[src/rtl/adc_multi_avg.sv]
// Multi-channel averaging ADC reader: CNV/BUSY handshake, SPI frame capture, 2^log2_n frame averaging.
// Optional feature macro: ADC_MULTI_AVG_SIGNED_EN (two's complement samples and results).
module adc_multi_avg #(
  parameter int unsigned NUM_CH       = 2,
  parameter int unsigned CH_WIDTH     = 18,
  parameter int unsigned OUT_WIDTH    = 24,
  parameter int unsigned MAX_LOG2_N   = 10,
  parameter int unsigned ACC_WIDTH    = 28,
  parameter int unsigned SCK_DIV      = 2,
  parameter int unsigned CNV_CYCLES   = 2,
  parameter int unsigned BUSY_TIMEOUT = 255
) (
  input  logic                        clk,
  input  logic                        rst,
  input  logic                        start_cycle,
  input  logic                        sample_adc,
  input  logic [3:0]                  log2_n,
  output logic                        cnv,
  input  logic                        adc_busy,
  output logic                        sck,
  input  logic                        miso,
  output logic [NUM_CH*OUT_WIDTH-1:0] data_out,
  output logic                        complete,
  output logic                        error,
  output logic                        overrun,
  output logic                        active
);

  localparam int unsigned FRAME_W = NUM_CH * CH_WIDTH;
  localparam int unsigned BC_W    = $clog2(FRAME_W + 1);
  localparam int unsigned FC_W    = MAX_LOG2_N + 1;
  localparam int unsigned CNT_W   = 16;

  typedef enum logic [2:0] {
    IDLE, WAIT_TRIG, CNV, WAIT_BUSY, SHIFT, ACCUM, DONE, ERR
  } state_t;

  state_t                        state, state_d;
  logic [2:0]                    start_sync, samp_sync, busy_sync;
  logic                          start_rise, samp_rise, busy_fall;
  logic [CNT_W-1:0]              cnt, cnt_d;
  logic [BC_W-1:0]               bc, bc_d;
  logic                          sck_d;
  logic [FRAME_W-1:0]            shreg, shreg_d;
  logic [ACC_WIDTH-1:0]          acc [NUM_CH];
  logic [ACC_WIDTH-1:0]          acc_d [NUM_CH];
  logic [FC_W-1:0]               fcnt, fcnt_d, fc_target;
  logic [3:0]                    log2_q, log2_d;
  logic [NUM_CH*OUT_WIDTH-1:0]   data_d;
  logic                          overrun_d;

  function automatic logic [ACC_WIDTH-1:0] extend(input logic [CH_WIDTH-1:0] s);
`ifdef ADC_MULTI_AVG_SIGNED_EN
    return ACC_WIDTH'($signed(s));
`else
    return ACC_WIDTH'(s);
`endif
  endfunction

  function automatic logic [OUT_WIDTH-1:0] average(input logic [ACC_WIDTH-1:0] a,
                                                   input logic [3:0] sh);
`ifdef ADC_MULTI_AVG_SIGNED_EN
    return OUT_WIDTH'($signed(a) >>> sh);
`else
    return OUT_WIDTH'(a >> sh);
`endif
  endfunction

  // Edges come from the last two synchronised samples (bit 1 = synced, bit 2 = edge register)
  assign start_rise = start_sync[1] & ~start_sync[2];
  assign samp_rise  = samp_sync[1]  & ~samp_sync[2];
  assign busy_fall  = ~busy_sync[1] &  busy_sync[2];
  assign fc_target  = FC_W'(1) << log2_q;

  always_comb begin
    state_d   = state;
    cnt_d     = cnt;
    bc_d      = bc;
    sck_d     = sck;
    shreg_d   = shreg;
    acc_d     = acc;
    fcnt_d    = fcnt;
    log2_d    = log2_q;
    data_d    = data_out;
    overrun_d = overrun;

    if (samp_rise && active && (state != WAIT_TRIG)) overrun_d = 1'b1;

    case (state)
      IDLE: begin
        if (start_rise) begin
          log2_d    = (log2_n > 4'(MAX_LOG2_N)) ? 4'(MAX_LOG2_N) : log2_n;
          for (int k = 0; k < NUM_CH; k++) acc_d[k] = '0;
          fcnt_d    = '0;
          overrun_d = 1'b0;
          state_d   = WAIT_TRIG;
        end
      end
      WAIT_TRIG: begin
        if (samp_rise) begin
          cnt_d   = '0;
          state_d = CNV;
        end
      end
      CNV: begin
        if (cnt == CNT_W'(CNV_CYCLES - 1)) begin
          cnt_d   = '0;
          state_d = WAIT_BUSY;
        end else begin
          cnt_d = cnt + CNT_W'(1);
        end
      end
      WAIT_BUSY: begin
        // A fall coinciding with the last timeout cycle wins
        if (busy_fall) begin
          cnt_d   = '0;
          bc_d    = '0;
          sck_d   = 1'b0;
          state_d = SHIFT;
        end else if (cnt == CNT_W'(BUSY_TIMEOUT - 1)) begin
          state_d = ERR;
        end else begin
          cnt_d = cnt + CNT_W'(1);
        end
      end
      SHIFT: begin
        if (bc == BC_W'(FRAME_W)) begin
          state_d = ACCUM;
        end else if (cnt == CNT_W'(SCK_DIV - 1)) begin
          cnt_d = '0;
          if (!sck) begin
            sck_d   = 1'b1;
            shreg_d = {shreg[FRAME_W-2:0], miso};
          end else begin
            sck_d = 1'b0;
            bc_d  = bc + BC_W'(1);
          end
        end else begin
          cnt_d = cnt + CNT_W'(1);
        end
      end
      ACCUM: begin
        for (int k = 0; k < NUM_CH; k++)
          acc_d[k] = acc[k] + extend(shreg[(NUM_CH-1-k)*CH_WIDTH +: CH_WIDTH]);
        fcnt_d = fcnt + FC_W'(1);
        if (fcnt_d == fc_target) begin
          for (int k = 0; k < NUM_CH; k++)
            data_d[k*OUT_WIDTH +: OUT_WIDTH] = average(acc_d[k], log2_q);
          state_d = DONE;
        end else begin
          state_d = WAIT_TRIG;
        end
      end
      DONE: state_d = IDLE;
      ERR: begin
        for (int k = 0; k < NUM_CH; k++) acc_d[k] = '0;
        state_d = IDLE;
      end
      default: state_d = IDLE;
    endcase
  end

  always_ff @(posedge clk or negedge rst) begin
    if (!rst) begin
      start_sync <= '0;
      samp_sync  <= '0;
      busy_sync  <= '0;
      state      <= IDLE;
      cnt        <= '0;
      bc         <= '0;
      sck        <= 1'b0;
      shreg      <= '0;
      for (int k = 0; k < NUM_CH; k++) acc[k] <= '0;
      fcnt       <= '0;
      log2_q     <= '0;
      data_out   <= '0;
      cnv        <= 1'b0;
      complete   <= 1'b0;
      error      <= 1'b0;
      overrun    <= 1'b0;
      active     <= 1'b0;
    end else begin
      start_sync <= {start_sync[1:0], start_cycle};
      samp_sync  <= {samp_sync[1:0], sample_adc};
      busy_sync  <= {busy_sync[1:0], adc_busy};
      state      <= state_d;
      cnt        <= cnt_d;
      bc         <= bc_d;
      sck        <= sck_d;
      shreg      <= shreg_d;
      acc        <= acc_d;
      fcnt       <= fcnt_d;
      log2_q     <= log2_d;
      data_out   <= data_d;
      cnv        <= (state_d == CNV);
      complete   <= (state_d == DONE);
      error      <= (state_d == ERR);
      overrun    <= overrun_d;
      active     <= (state_d != IDLE);
    end
  end

endmodule

[config.mk]
export PLATFORM = sky130hd
export DESIGN_NAME = adc_multi_avg
export DESIGN_NICKNAME = d
export VERILOG_FILES = /design/src/rtl/adc_multi_avg.sv
export SDC_FILE = /design/constraint.sdc
export NUM_CORES = 1
export LEC_CHECK = 0
export CAP_MARGIN = 10
export CORE_MARGIN = 4
export CORE_UTILIZATION = 35
export DETAILED_ROUTE_END_ITERATION = 6
export GPL_TIMING_DRIVEN = 0
export PLACE_DENSITY = 0.5
export REMOVE_ABC_BUFFERS = 1
export SLEW_MARGIN = 20
export SYNTH_ARGS = -nofsm -noshare
export SYNTH_HDL_FRONTEND = slang
export SYNTH_SLANG_ARGS = --single-unit
[constraint.sdc]
create_clock -name clk -period 3.8 [get_ports clk]
set_clock_uncertainty 0.1 [all_clocks]
set_input_delay 0.95 -clock clk [delete_from_list [all_inputs] [get_ports clk]]
set_output_delay 0.95 -clock clk [all_outputs]
set_load 0.1 [all_outputs]
==> impl_metrics.prom <==
# TYPE chip_impl_metric gauge
chip_impl_metric{name="worstPathArrival",unit="ns"} 3.89
chip_impl_metric{name="place.gp.congestion",unit=""} 0.8968
chip_impl_metric{name="finalCritPeriodShare",unit=""} 0.9570
chip_impl_info{name="crit_family",value="compound AO/OA/AOI/OAI gates"} 1
chip_impl_metric{name="holdWs",unit="ns"} 0.2531
chip_impl_metric{name="vdd_ir_drop_max",unit="uV"} 351.8
chip_impl_metric{name="synthesis.instances",unit=""} 1552
chip_impl_metric{name="period_minus_slack",unit="ns"} 3.637
chip_impl_metric{name="area_growth",unit="%"} 15.12
chip_impl_metric{name="worst_path_largest_cell_delay",unit="ns"} 0.43
chip_impl_metric{name="detail_route.wl_per_cell",unit="um"} 21.04
chip_impl_metric{name="synth.cell_area",unit="um^2"} 13910
chip_impl_metric{name="final-seq-area",unit="um^2"} 4892
chip_impl_metric{name="powerDensity",unit="nW/um^2"} 532.6
chip_impl_metric{name="hold_viol_final",unit=""} 0
chip_impl_metric{name="total_cts_buffers",unit=""} 17
chip_impl_metric{name="fin_setup_tns",unit="ns"} 0
chip_impl_metric{name="rows",unit=""} 72
chip_impl_metric{name="multi_input_comb_area",unit="um^2"} 8721
chip_impl_metric{name="start_util",unit=""} 0.3567
chip_impl_info{name="timing.critical_path.slowest_stage_cell",value="sky130_fd_sc_hd__a221oi_4"} 1
chip_impl_info{name="result_of_the_run",value="complete, no violations"} 1
chip_impl_info{name="clock-root-buffer",value="sky130_fd_sc_hd__clkbuf_16"} 1
chip_impl_info{name="layout_commonest_cell",value="sky130_fd_sc_hd__dfrtp_1"} 1
chip_impl_metric{name="clock_sink_count",unit=""} 195
chip_impl_info{name="endpoint_kind",value="flip-flop"} 1
chip_impl_metric{name="synth_edf_count",unit=""} 0
chip_impl_metric{name="worstSkewPairLatency",unit="ns"} 0.47
chip_impl_metric{name="top_fanout_value_on_the_critical_path",unit=""} 5
chip_impl_metric{name="routed-via-count",unit=""} 12192
chip_impl_metric{name="core_area",unit="um^2"} 39010
chip_impl_info{name="synthFlopType",value="sky130_fd_sc_hd__dfrtp_1"} 1
chip_impl_metric{name="global_route.usage.total",unit=""} 0.1993
chip_impl_metric{name="postLayoutCellArea",unit="um^2"} 16020
chip_impl_info{name="hp-class",value="flip-flop to flip-flop"} 1
chip_impl_metric{name="detail_route.vias_per_cell",unit=""} 5.833
chip_impl_metric{name="pre_cts_ws",unit="ns"} -1.520
chip_impl_metric{name="number_of_hold_repair_buffers_added_at_the_cts_stage",unit=""} 0
chip_impl_metric{name="timing.max_cap.violations",unit=""} 0
chip_impl_metric{name="worst_r2r_path_depth",unit=""} 11
chip_impl_metric{name="syn_avg_cell_area",unit="um^2"} 8.964
chip_impl_metric{name="post-route-util",unit=""} 0.4106
chip_impl_metric{name="asyncSetResetFlopFracSynth",unit=""} 1.000
chip_impl_metric{name="number_of_antenna_violations_at_the_first_check_in_global_routing",unit=""} 0
chip_impl_metric{name="top_level_pins",unit=""} 64
chip_impl_info{name="tritoncts",value="yes"} 1
chip_impl_metric{name="timing.critical_path.depth",unit=""} 11
chip_impl_metric{name="io_buffer_count",unit=""} 63
chip_impl_metric{name="post-route-drc-count",unit=""} 0
chip_impl_metric{name="layout_cell_share_with_drive_strength_beyond_1",unit=""} 0.1469
chip_impl_metric{name="total_leakage_power",unit="nW"} 6.860
chip_impl_metric{name="fill_cells",unit=""} 3922
chip_impl_metric{name="grt_start_max_net_pins",unit=""} 85
chip_impl_metric{name="synth_seq_area_share",unit=""} 0.3508
chip_impl_metric{name="timing.critical_path.required",unit="ns"} 4.06
chip_impl_metric{name="final_max_slew_viol_count",unit=""} 0
chip_impl_metric{name="num_antenna_cells",unit=""} 0
chip_impl_metric{name="first_global_vias",unit=""} 11994
chip_impl_metric{name="postRouteWirelength",unit="um"} 43980
chip_impl_metric{name="die_w",unit="um"} 207.4
chip_impl_info{name="grt_setup_unrepaired",value="true"} 1
chip_impl_metric{name="dpl-instance-area",unit="um^2"} 14940
chip_impl_metric{name="maxClockFrequency",unit="GHz"} 0.2750
chip_impl_metric{name="critPathBufInv",unit=""} 0
chip_impl_info{name="cp_cell_sequence",value="ha_1, and2_4, a221oi_4, a211oi_4, o21ai_4, and2_1, xnor2_1, a32o_1, a211oi_2, o21ai_0, o22a_1"} 1
chip_impl_metric{name="post-dp-hpwl",unit="um"} 31890
chip_impl_info{name="setup.worst_path.start_class",value="flip-flop"} 1
chip_impl_metric{name="drtPass1Iterations",unit=""} 6
chip_impl_metric{name="die-height",unit="um"} 207.4
chip_impl_metric{name="final_setup_fails",unit=""} 0
chip_impl_metric{name="die_area",unit="um^2"} 43000
chip_impl_metric{name="yosysWarnings",unit=""} 0
chip_impl_metric{name="first_iter_violations",unit=""} 925
chip_impl_metric{name="grt_ovf",unit=""} 0
chip_impl_metric{name="grt_pass1_wl",unit="um"} 69250
chip_impl_metric{name="clock_tree.buffer_depth",unit=""} 2
chip_impl_metric{name="cts_htree_levels",unit=""} 4
chip_impl_metric{name="finish.net_count",unit=""} 1613
chip_impl_metric{name="number_of_storage_elements_in_the_synthesis_netlist",unit=""} 195
chip_impl_metric{name="worst_setup_hold_path_clk_slew",unit="ns"} 0.08
chip_impl_metric{name="fin_ws",unit="ns"} 0.1632
chip_impl_info{name="layout.cells.most_common_list",value="sky130_fd_sc_hd__dfrtp_1 (191), sky130_fd_sc_hd__nand2_1 (176), sky130_fd_sc_hd__nor2_1 (154), sky130_fd_sc_hd__o21ai_0 (124), sky130_fd_sc_hd__a21oi_1 (79)"} 1
chip_impl_metric{name="timing.max_slew.rel_slack",unit=""} 0.3380
chip_impl_metric{name="slew_worst_pin",unit="ns"} 0.9899
chip_impl_info{name="timing.setup.critical_path_class",value="flip-flop to flip-flop"} 1
chip_impl_metric{name="min_delay_path_depth",unit=""} 0
chip_impl_metric{name="ant_nets",unit=""} 0
chip_impl_metric{name="synth.lib_cells_used.distinct",unit=""} 102
## routing by layer
layer  GRT usage  vias to the layer above  wire length [um]
li1            -                     5772                 -
met1      0.2634                     6021             19740
met2      0.3259                      312             20760
met3     0.03310                       87              1885
met4     0.08185                        0              1603
met5           0                        -                 0
## logic make-up after synthesis
group                      count (synthesis)  share of synthesized area
xor gates and xnor gates                  75                    0.04830
DFF                                      195                     0.3508
adders and majority gates                 44                    0.04065
and+or+nand+nor                          526                     0.1775
AOI/OAI and AO/OA                        476                     0.2411
buffers and inverters                    122                    0.04614
muxes                                    114                    0.09551
## area by class of cell
class,count,area share
multi-input combinational,1235,0.5445
sequential,195,0.3055
timing repair buffer,90,0.06344
tap,518,0.04047
clock buffer,19,0.02766
clock inverter,13,0.01211
inverter,20,0.006328
## what timing repair did
item | in CTS | in global routing
pin swaps | 4 | 7
setup buffers | 6 | 8
gates cloned | 0 | 0
endpoints found under the setup margin | 49 | 45
resized for setup | 35 | 42
## flip-flops by register name (all words and copies together), names as in the netlist
| register | flops |
|---|---|
| fcnt | 11 |
| start_sync | 3 |
| overrun | 1 |
| cnv | 1 |
| error | 1 |
| acc | 56 |
| log2_q | 4 |
| state | 3 |
| samp_sync | 3 |
| data_out | 48 |
| cnt | 16 |
| busy_sync | 3 |
| shreg | 36 |
| bc | 6 |
| sck | 1 |
| active | 1 |
| complete | 1 |
## power breakdown
group / internal [mW] / leakage [nW] / switching (mW) / total [mW]
logic: 1.19 / 3.87 / 2.76 / 3.96
clock network: 1.08 / 0.308 / 0.918 / 2.00
registers: 2.26 / 2.68 / 0.320 / 2.57
## final timing paths
kind | start | end | slack, ns
min reg2reg | start_sync[0] | start_sync[1] | 0.25
max | shreg[3] | data_out[37] | 0.16
max reg2reg | shreg[3] | data_out[37] | 0.16
min | start_sync[0] | start_sync[1] | 0.25
min in group asynchronous | rst | shreg[6] | 0.29
max in group asynchronous | rst | log2_q[0] | 2.51
## per-stage QoR
step | power (mW) | instances
floorplan | 5.000 | 1450
detailed placement | 6.326 | 2044
finish | 8.529 | 2090
global placement | 6.203 | 2031
global route | 8.907 | 2090
CTS | 8.468 | 2082
## synthesized netlist by cell type (8+ instances only)
master	count	area share
sky130_fd_sc_hd__mux4_2	10	0.016
sky130_fd_sc_hd__xor2_1	36	0.023
sky130_fd_sc_hd__clkbuf_1	53	0.014
sky130_fd_sc_hd__mux2_2	49	0.040
sky130_fd_sc_hd__nand4_1	25	0.011
sky130_fd_sc_hd__dfrtp_1	195	0.35
sky130_fd_sc_hd__a31oi_1	9	0.0040
sky130_fd_sc_hd__nor3_1	28	0.010
sky130_fd_sc_hd__nand2_1	179	0.048
sky130_fd_sc_hd__nand2b_1	18	0.0081
sky130_fd_sc_hd__o21ai_0	127	0.046
sky130_fd_sc_hd__ha_1	42	0.038
sky130_fd_sc_hd__a21oi_1	83	0.030
sky130_fd_sc_hd__o211ai_1	12	0.0065
sky130_fd_sc_hd__a211oi_1	17	0.0092
sky130_fd_sc_hd__mux2i_1	54	0.039
sky130_fd_sc_hd__a22o_1	29	0.018
sky130_fd_sc_hd__or3_1	11	0.0049
sky130_fd_sc_hd__and3_1	21	0.0094
sky130_fd_sc_hd__and4_1	8	0.0050
sky130_fd_sc_hd__xnor2_1	37	0.023
sky130_fd_sc_hd__buf_2	22	0.0079
sky130_fd_sc_hd__o21a_1	12	0.0065
sky130_fd_sc_hd__inv_1	16	0.0043
sky130_fd_sc_hd__nor2_1	158	0.043
sky130_fd_sc_hd__nand3_1	27	0.0097
sky130_fd_sc_hd__and2_1	8	0.0036
sky130_fd_sc_hd__clkbuf_8	10	0.0099
sky130_fd_sc_hd__o22ai_1	14	0.0063
sky130_fd_sc_hd__o31ai_1	18	0.0097
sky130_fd_sc_hd__a21o_1	21	0.011
sky130_fd_sc_hd__o221ai_1	12	0.0076
sky130_fd_sc_hd__o21ai_1	9	0.0032
## worst register-to-register path: stages, from the launching register on
cell                       delay, ns
sky130_fd_sc_hd__dfrtp_1        0.41
sky130_fd_sc_hd__ha_1           0.36
sky130_fd_sc_hd__and2_4         0.20
sky130_fd_sc_hd__a221oi_4       0.43
sky130_fd_sc_hd__a211oi_4       0.17
sky130_fd_sc_hd__o21ai_4        0.30
sky130_fd_sc_hd__and2_1         0.32
sky130_fd_sc_hd__xnor2_1        0.20
sky130_fd_sc_hd__a32o_1         0.32
sky130_fd_sc_hd__a211oi_2       0.41
sky130_fd_sc_hd__o21ai_0        0.14
sky130_fd_sc_hd__o22a_1         0.18
(Power assumes the default switching activity.)
